### config.mk
export PLATFORM = sky130hd
export DESIGN_NAME = fetch_mem_arbiter
export DESIGN_NICKNAME = d
export VERILOG_FILES = /design/src/rtl/fetch_mem_arbiter.sv
export SDC_FILE = /design/constraint.sdc
export NUM_CORES = 1
export LEC_CHECK = 0
export ABC_AREA = 1
export CORE_UTILIZATION = 25
export DETAILED_ROUTE_END_ITERATION = 12
export PLACE_DENSITY = 0.45
export REMOVE_ABC_BUFFERS = 1
export SYNTH_ARGS = -nofsm -noshare
export SYNTH_HDL_FRONTEND = slang
export SYNTH_SLANG_ARGS = --single-unit
### constraint.sdc
create_clock -name clock -period 8.4 [get_ports clock]
set_clock_uncertainty 0.05 [all_clocks]
set_input_delay 2.1 -clock clock [delete_from_list [all_inputs] [get_ports clock]]
set_output_delay 2.1 -clock clock [all_outputs]
set_load 0.005 [all_outputs]
### src/rtl/fetch_mem_arbiter.sv
// Shares one tagged memory port between icache refills and dcache misses, routing responses by tag.
// Optional perf counters are built when MEM_ARB_PERF_EN is defined.
module fetch_mem_arbiter #(
  parameter int ADDR_W       = 32,
  parameter int DATA_W       = 64,
  parameter int TAG_W        = 4,
  parameter int STARVE_LIMIT = 8,
  parameter int IC_MAX_OUT   = 4
) (
  input  logic                             clock,
  input  logic                             reset,
  input  logic                             ic_req_valid_i,
  input  logic [ADDR_W-1:0]                ic_req_addr_i,
  output logic                             ic_req_accept_o,
  input  logic                             ic_flush_i,
  output logic                             ic_resp_valid_o,
  output logic [ADDR_W-1:0]                ic_resp_addr_o,
  output logic [DATA_W-1:0]                ic_resp_data_o,
  input  logic                             dc_req_valid_i,
  input  logic                             dc_req_store_i,
  input  logic [ADDR_W-1:0]                dc_req_addr_i,
  input  logic [DATA_W-1:0]                dc_req_data_i,
  output logic                             dc_req_accept_o,
  output logic                             dc_resp_valid_o,
  output logic [ADDR_W-1:0]                dc_resp_addr_o,
  output logic [DATA_W-1:0]                dc_resp_data_o,
  output logic [1:0]                       mem_cmd_o,
  output logic [ADDR_W-1:0]                mem_addr_o,
  output logic [DATA_W-1:0]                mem_data_o,
  input  logic [TAG_W-1:0]                 mem_tag_i,
  input  logic [TAG_W-1:0]                 mem_resp_tag_i,
  input  logic [DATA_W-1:0]                mem_resp_data_i,
  output logic [$clog2(IC_MAX_OUT+1)-1:0]  ic_outstanding_o
`ifdef MEM_ARB_PERF_EN
  ,
  output logic [31:0]                      perf_ic_grants_o,
  output logic [31:0]                      perf_dc_grants_o,
  output logic [31:0]                      perf_starve_overrides_o
`endif
);

  localparam int NTAGS = 1 << TAG_W;
  localparam int OUT_W = $clog2(IC_MAX_OUT + 1);
  localparam int CNT_W = $clog2(NTAGS + 1);
  localparam int SC_W  = $clog2(STARVE_LIMIT + 1);

  typedef enum logic [1:0] {
    CMD_NONE  = 2'b00,
    CMD_LOAD  = 2'b01,
    CMD_STORE = 2'b10
  } cmd_t;

  logic [NTAGS-1:0]  tab_valid_reg, tab_ic_reg, tab_drop_reg;
  logic [NTAGS-1:0]  tab_valid_next, tab_ic_next, tab_drop_next;
  logic [ADDR_W-1:0] tab_addr_reg [NTAGS];
  logic [SC_W-1:0]   starve_reg, starve_next;
  logic [OUT_W-1:0]  ic_out_reg, ic_out_next;

  logic ic_elig, starve_win, ic_grant, dc_grant, tag_ok;
  logic alloc, alloc_ic, resp_hit;

  assign ic_outstanding_o = ic_out_reg;

  always_comb begin
    ic_elig    = ic_req_valid_i && !ic_flush_i && (ic_out_reg < OUT_W'(IC_MAX_OUT));
    starve_win = ic_elig && (starve_reg == SC_W'(STARVE_LIMIT));
    ic_grant   = ic_elig && (starve_win || !dc_req_valid_i);
    dc_grant   = dc_req_valid_i && !ic_grant;
    tag_ok     = (mem_tag_i != '0);
    ic_req_accept_o = ic_grant && tag_ok;
    dc_req_accept_o = dc_grant && tag_ok;

    mem_cmd_o  = CMD_NONE;
    mem_addr_o = '0;
    mem_data_o = '0;
    if (ic_grant) begin
      mem_cmd_o  = CMD_LOAD;
      mem_addr_o = ic_req_addr_i;
    end else if (dc_grant) begin
      mem_cmd_o  = dc_req_store_i ? CMD_STORE : CMD_LOAD;
      mem_addr_o = dc_req_addr_i;
      mem_data_o = dc_req_data_i;
    end

    // Stores need a tag to be accepted but never expect a response.
    alloc    = ic_req_accept_o || (dc_req_accept_o && !dc_req_store_i);
    alloc_ic = ic_req_accept_o;

    starve_next = starve_reg;
    if (ic_req_accept_o || !ic_req_valid_i || ic_flush_i)
      starve_next = '0;
    else if (ic_elig && starve_reg != SC_W'(STARVE_LIMIT))
      starve_next = starve_reg + 1'b1;
  end

  // A response in a flush cycle is already stale for the icache.
  always_comb begin
    resp_hit        = (mem_resp_tag_i != '0) && tab_valid_reg[mem_resp_tag_i];
    ic_resp_valid_o = resp_hit && tab_ic_reg[mem_resp_tag_i]
                      && !tab_drop_reg[mem_resp_tag_i] && !ic_flush_i;
    dc_resp_valid_o = resp_hit && !tab_ic_reg[mem_resp_tag_i];
    ic_resp_addr_o  = tab_addr_reg[mem_resp_tag_i];
    dc_resp_addr_o  = tab_addr_reg[mem_resp_tag_i];
    ic_resp_data_o  = mem_resp_data_i;
    dc_resp_data_o  = mem_resp_data_i;
  end

  // Allocation takes precedence over a same-cycle free of the same tag.
  generate
    for (genvar gi = 0; gi < NTAGS; gi++) begin : g_entry
      logic alloc_hit, free_hit;
      assign alloc_hit = alloc && (mem_tag_i == TAG_W'(gi));
      assign free_hit  = resp_hit && (mem_resp_tag_i == TAG_W'(gi));
      assign tab_valid_next[gi] = alloc_hit || (tab_valid_reg[gi] && !free_hit);
      assign tab_ic_next[gi]    = alloc_hit ? alloc_ic : tab_ic_reg[gi];
      assign tab_drop_next[gi]  = !alloc_hit && (tab_drop_reg[gi]
                                  || (ic_flush_i && tab_valid_reg[gi] && tab_ic_reg[gi]));
    end
  endgenerate

  always_comb begin
    logic [CNT_W-1:0] cnt;
    cnt = '0;
    for (int i = 0; i < NTAGS; i++)
      cnt = cnt + CNT_W'(tab_valid_next[i] && tab_ic_next[i]);
    ic_out_next = cnt[OUT_W-1:0];
  end

  always_ff @(posedge clock or posedge reset) begin
    if (reset) begin
      tab_valid_reg <= '0;
      tab_ic_reg    <= '0;
      tab_drop_reg  <= '0;
      starve_reg    <= '0;
      ic_out_reg    <= '0;
    end else begin
      tab_valid_reg <= tab_valid_next;
      tab_ic_reg    <= tab_ic_next;
      tab_drop_reg  <= tab_drop_next;
      starve_reg    <= starve_next;
      ic_out_reg    <= ic_out_next;
    end
  end

  always_ff @(posedge clock) begin
    if (alloc)
      tab_addr_reg[mem_tag_i] <= mem_addr_o;
  end

`ifdef MEM_ARB_PERF_EN
  always_ff @(posedge clock or posedge reset) begin
    if (reset) begin
      perf_ic_grants_o        <= '0;
      perf_dc_grants_o        <= '0;
      perf_starve_overrides_o <= '0;
    end else begin
      if (ic_req_accept_o) perf_ic_grants_o <= perf_ic_grants_o + 32'd1;
      if (dc_req_accept_o) perf_dc_grants_o <= perf_dc_grants_o + 32'd1;
      if (starve_win && dc_req_valid_i)
        perf_starve_overrides_o <= perf_starve_overrides_o + 32'd1;
    end
  end
`endif

endmodule

==> results.md <==
* RSZ-0062 raised after global routing: false
* Fill cells at 9684
* Post-synthesis cell area at 24300 um2
* Setup CP Type: input port to output port
* Worst hold path class: flop to flop
* DP HPWL at 48.2 mm
* Synth warnings at 0
* Synth area leaders: edfxtp_1 63%, a22oi_1 8.1%, nand2_1 7.4%
* Metal3 WL at 7.40 mm
* Startpoint types: input port
* Die Y at 314 um
* R2R cell count at 22
* Peak supply drop at 0.167 mV
* Worst R2R Start: starve_reg[0]
* Post-synthesis cell type count at 28
* Pleak at 0.0110 uW
* Starting DRT DRC Count at 1122
* Max reg flops at 512
* CTS tree: built
* Hold Slack at 0.354 ns
* Die width at 314 um
* PwrDens at 232 nW/um2
* Most frequent cells in the layout: 512 x edfxtp_1, 479 x nand2_1, 309 x clkdlybuf4s50_1
* Final slew viol count at 0
* DR top layer: met5
* Slew HR at 0.321
* Initial Util at 0.254
* DRT antenna net count at 0
* Clock latency at the later pin of the worst-skew pair at 0.62 ns
* Core area at 95600 um2
* Input/output buffers at 310
* Status: finished clean
* Area Growth Syn to Fin at 22.9%
* Setup Fix Bufs, Post-CTS at 0
* CTS buffer count at 59
* Clock transition at the registers of the reported paths at 0.06 ns
* Gr ovfl total at 0
* Critical R2R Capture: ic_outstanding_o[2]
* Routability cong. at 0.829
* R2R Setup Slk at 3.25 ns
* Std-Cell Rows at 113
* H-tree lvl count at 2
* Worst Tran Pin Value at 1.02 ns
* DR vias/cell at 4.59
* Critical-path top delay cell: clkdlybuf4s50_1
* Number of clock sinks at 567
* CTS hold repair buffers at 0
* WL per Instance at 23.3 um
* Critical Path RT at 6.25 ns
* Worst path arrival time at 5.35 ns
* Vias in the first global route at 16000
* IO Pins at 503
* Final WS setup at 0.900 ns
* Cell Chain, Critical Path: clkdlybuf4s50_1 -> nand2_2 -> inv_4 -> buf_4 -> a22oi_1 -> nand2_1 -> nand2_1 -> nand4_1 -> clkdlybuf4s50_1
* Deepest clock path buffer count at 3
* First-pass GRT wire length at 115 mm
* Tot Pwr at 6920 uW
* Pin count of the biggest net entering global routing at 132
* Hold EP: tab_ic_reg[0]
* Slowest cell delay on critical path at 0.85 ns
* Post-synthesis sequential area ratio at 0.690
* Routed wire length at 81.6 mm
* Delay-heaviest family, CP: buffers and inverters
* Pre-antenna DRT Iters at 5
* Crit share post-route at 0.893
* Max Cap Viol at 0
* Share of layout cells above drive strength 1 at 0.0770
* Synth Area per Inst at 12.2 um2
* WHS Path Cells at 0
* TNS Setup at 0 ns
* Worst Hold Launch: tab_ic_reg[0]
* Synth Instances at 1991
* Metal2 WL at 37.0 mm
* Tmin final at 7.50 ns
* Post-layout util at 0.312
* Crit path buf inv count at 4
* Critical path endpoint category: output port
* Post-cts sizing count at 0
* Total die area at 98300 um2
* Initial antenna violation count at 1
* Dominant cell type by area after synthesis: edfxtp_1
* Post-route DRC at 0
* #FFs+latches synth at 567
* Vias at 16100
* CP max FO at 31
* Total GRT Usage at 0.162
* Fmax at 133 MHz
* DP Worst Slack at 0.904 ns
* Final Hold Viols at 0
* Commonest non-fill, non-tap cell in the layout: edfxtp_1
* Finish-stage setup viols at 0
* Share of Yosys cell area claimed by the top area cell type at 0.634
* Clock root buffer: clkbuf_16
* M1 wire length at 35.4 mm
* Layout Nets at 2404
[how the worst max path moves through the flow]
stage                     cells after the start  slack, ns               from             endpoint
after floorplan                              17      -0.69  mem_resp_tag_i[1]  ic_outstanding_o[2]
after global placement                       23       0.97  mem_resp_tag_i[0]  ic_outstanding_o[2]
after detailed placement                     23       0.90  mem_resp_tag_i[0]  ic_outstanding_o[2]
after CTS                                     9       0.93  mem_resp_tag_i[0]    dc_resp_addr_o[5]
after global routing                          9       0.74  mem_resp_tag_i[0]    dc_resp_addr_o[9]
final                                         9       0.90  mem_resp_tag_i[0]    dc_resp_addr_o[9]
[per-stage QoR]
| stage | cells | instance area, um2 |
|---|---|---|
| global placement | 3388 | 27900 |
| detailed placement | 3388 | 27900 |
| global route | 3500 | 29800 |
| floorplan | 1769 | 22700 |
| finish | 3502 | 29800 |
| CTS | 3500 | 29800 |
[Yosys cell counts]
cell / count
a21oi_1: 13
a22oi_1: 262
buf_2: 55
buf_4: 164
clkbuf_1: 34
clkinv_1: 2
conb_1: 1
dfrtp_1: 55
edfxtp_1: 512
fa_1: 10
ha_1: 4
inv_1: 143
inv_2: 5
nand2_1: 480
nand2_2: 2
nand2_4: 1
nand3_1: 57
nand4_1: 32
nor2_1: 112
nor2_2: 5
nor3_1: 1
nor3b_4: 1
o21ai_0: 20
o21ai_1: 2
o21ai_2: 3
o22ai_1: 10
xnor2_1: 3
xor2_1: 2
[power breakdown]
part | switching, uW | internal [uW]
combinational | 570 | 420
sequential | 74.4 | 3240
clock | 1100 | 1510
total | 1750 | 5170
[cell type report]
type	instances	area [um2]	share of cell area
clock inverters	44	429	0.0144
repair buffers	354	3500	0.117
inverters	150	566	0.0190
well taps	1265	1580	0.0531
diodes	2	5.00	0.000168
flip-flops and latches	567	16800	0.562
clock buffers	68	1510	0.0506
multi-input cells	1052	5470	0.183
[per-layer routing]
layer | up-vias | GRT usage
met5 | - | 0.0300
met4 | 9 | 0.0338
met3 | 95 | 0.0610
met2 | 692 | 0.253
met1 | 8038 | 0.211
li1 | 7252 | -
[logic make-up after synthesis]
kind of cell | count (synthesis) | synth area share
fa+ha+maj | 14 | 0.0103
compound gates | 310 | 0.0919
other cells | 1 | 0.000155
xor+xnor | 5 | 0.00181
flops | 567 | 0.690
simple gates | 691 | 0.115
buf+inv | 403 | 0.0906
Power figures use the tool's default switching activity.
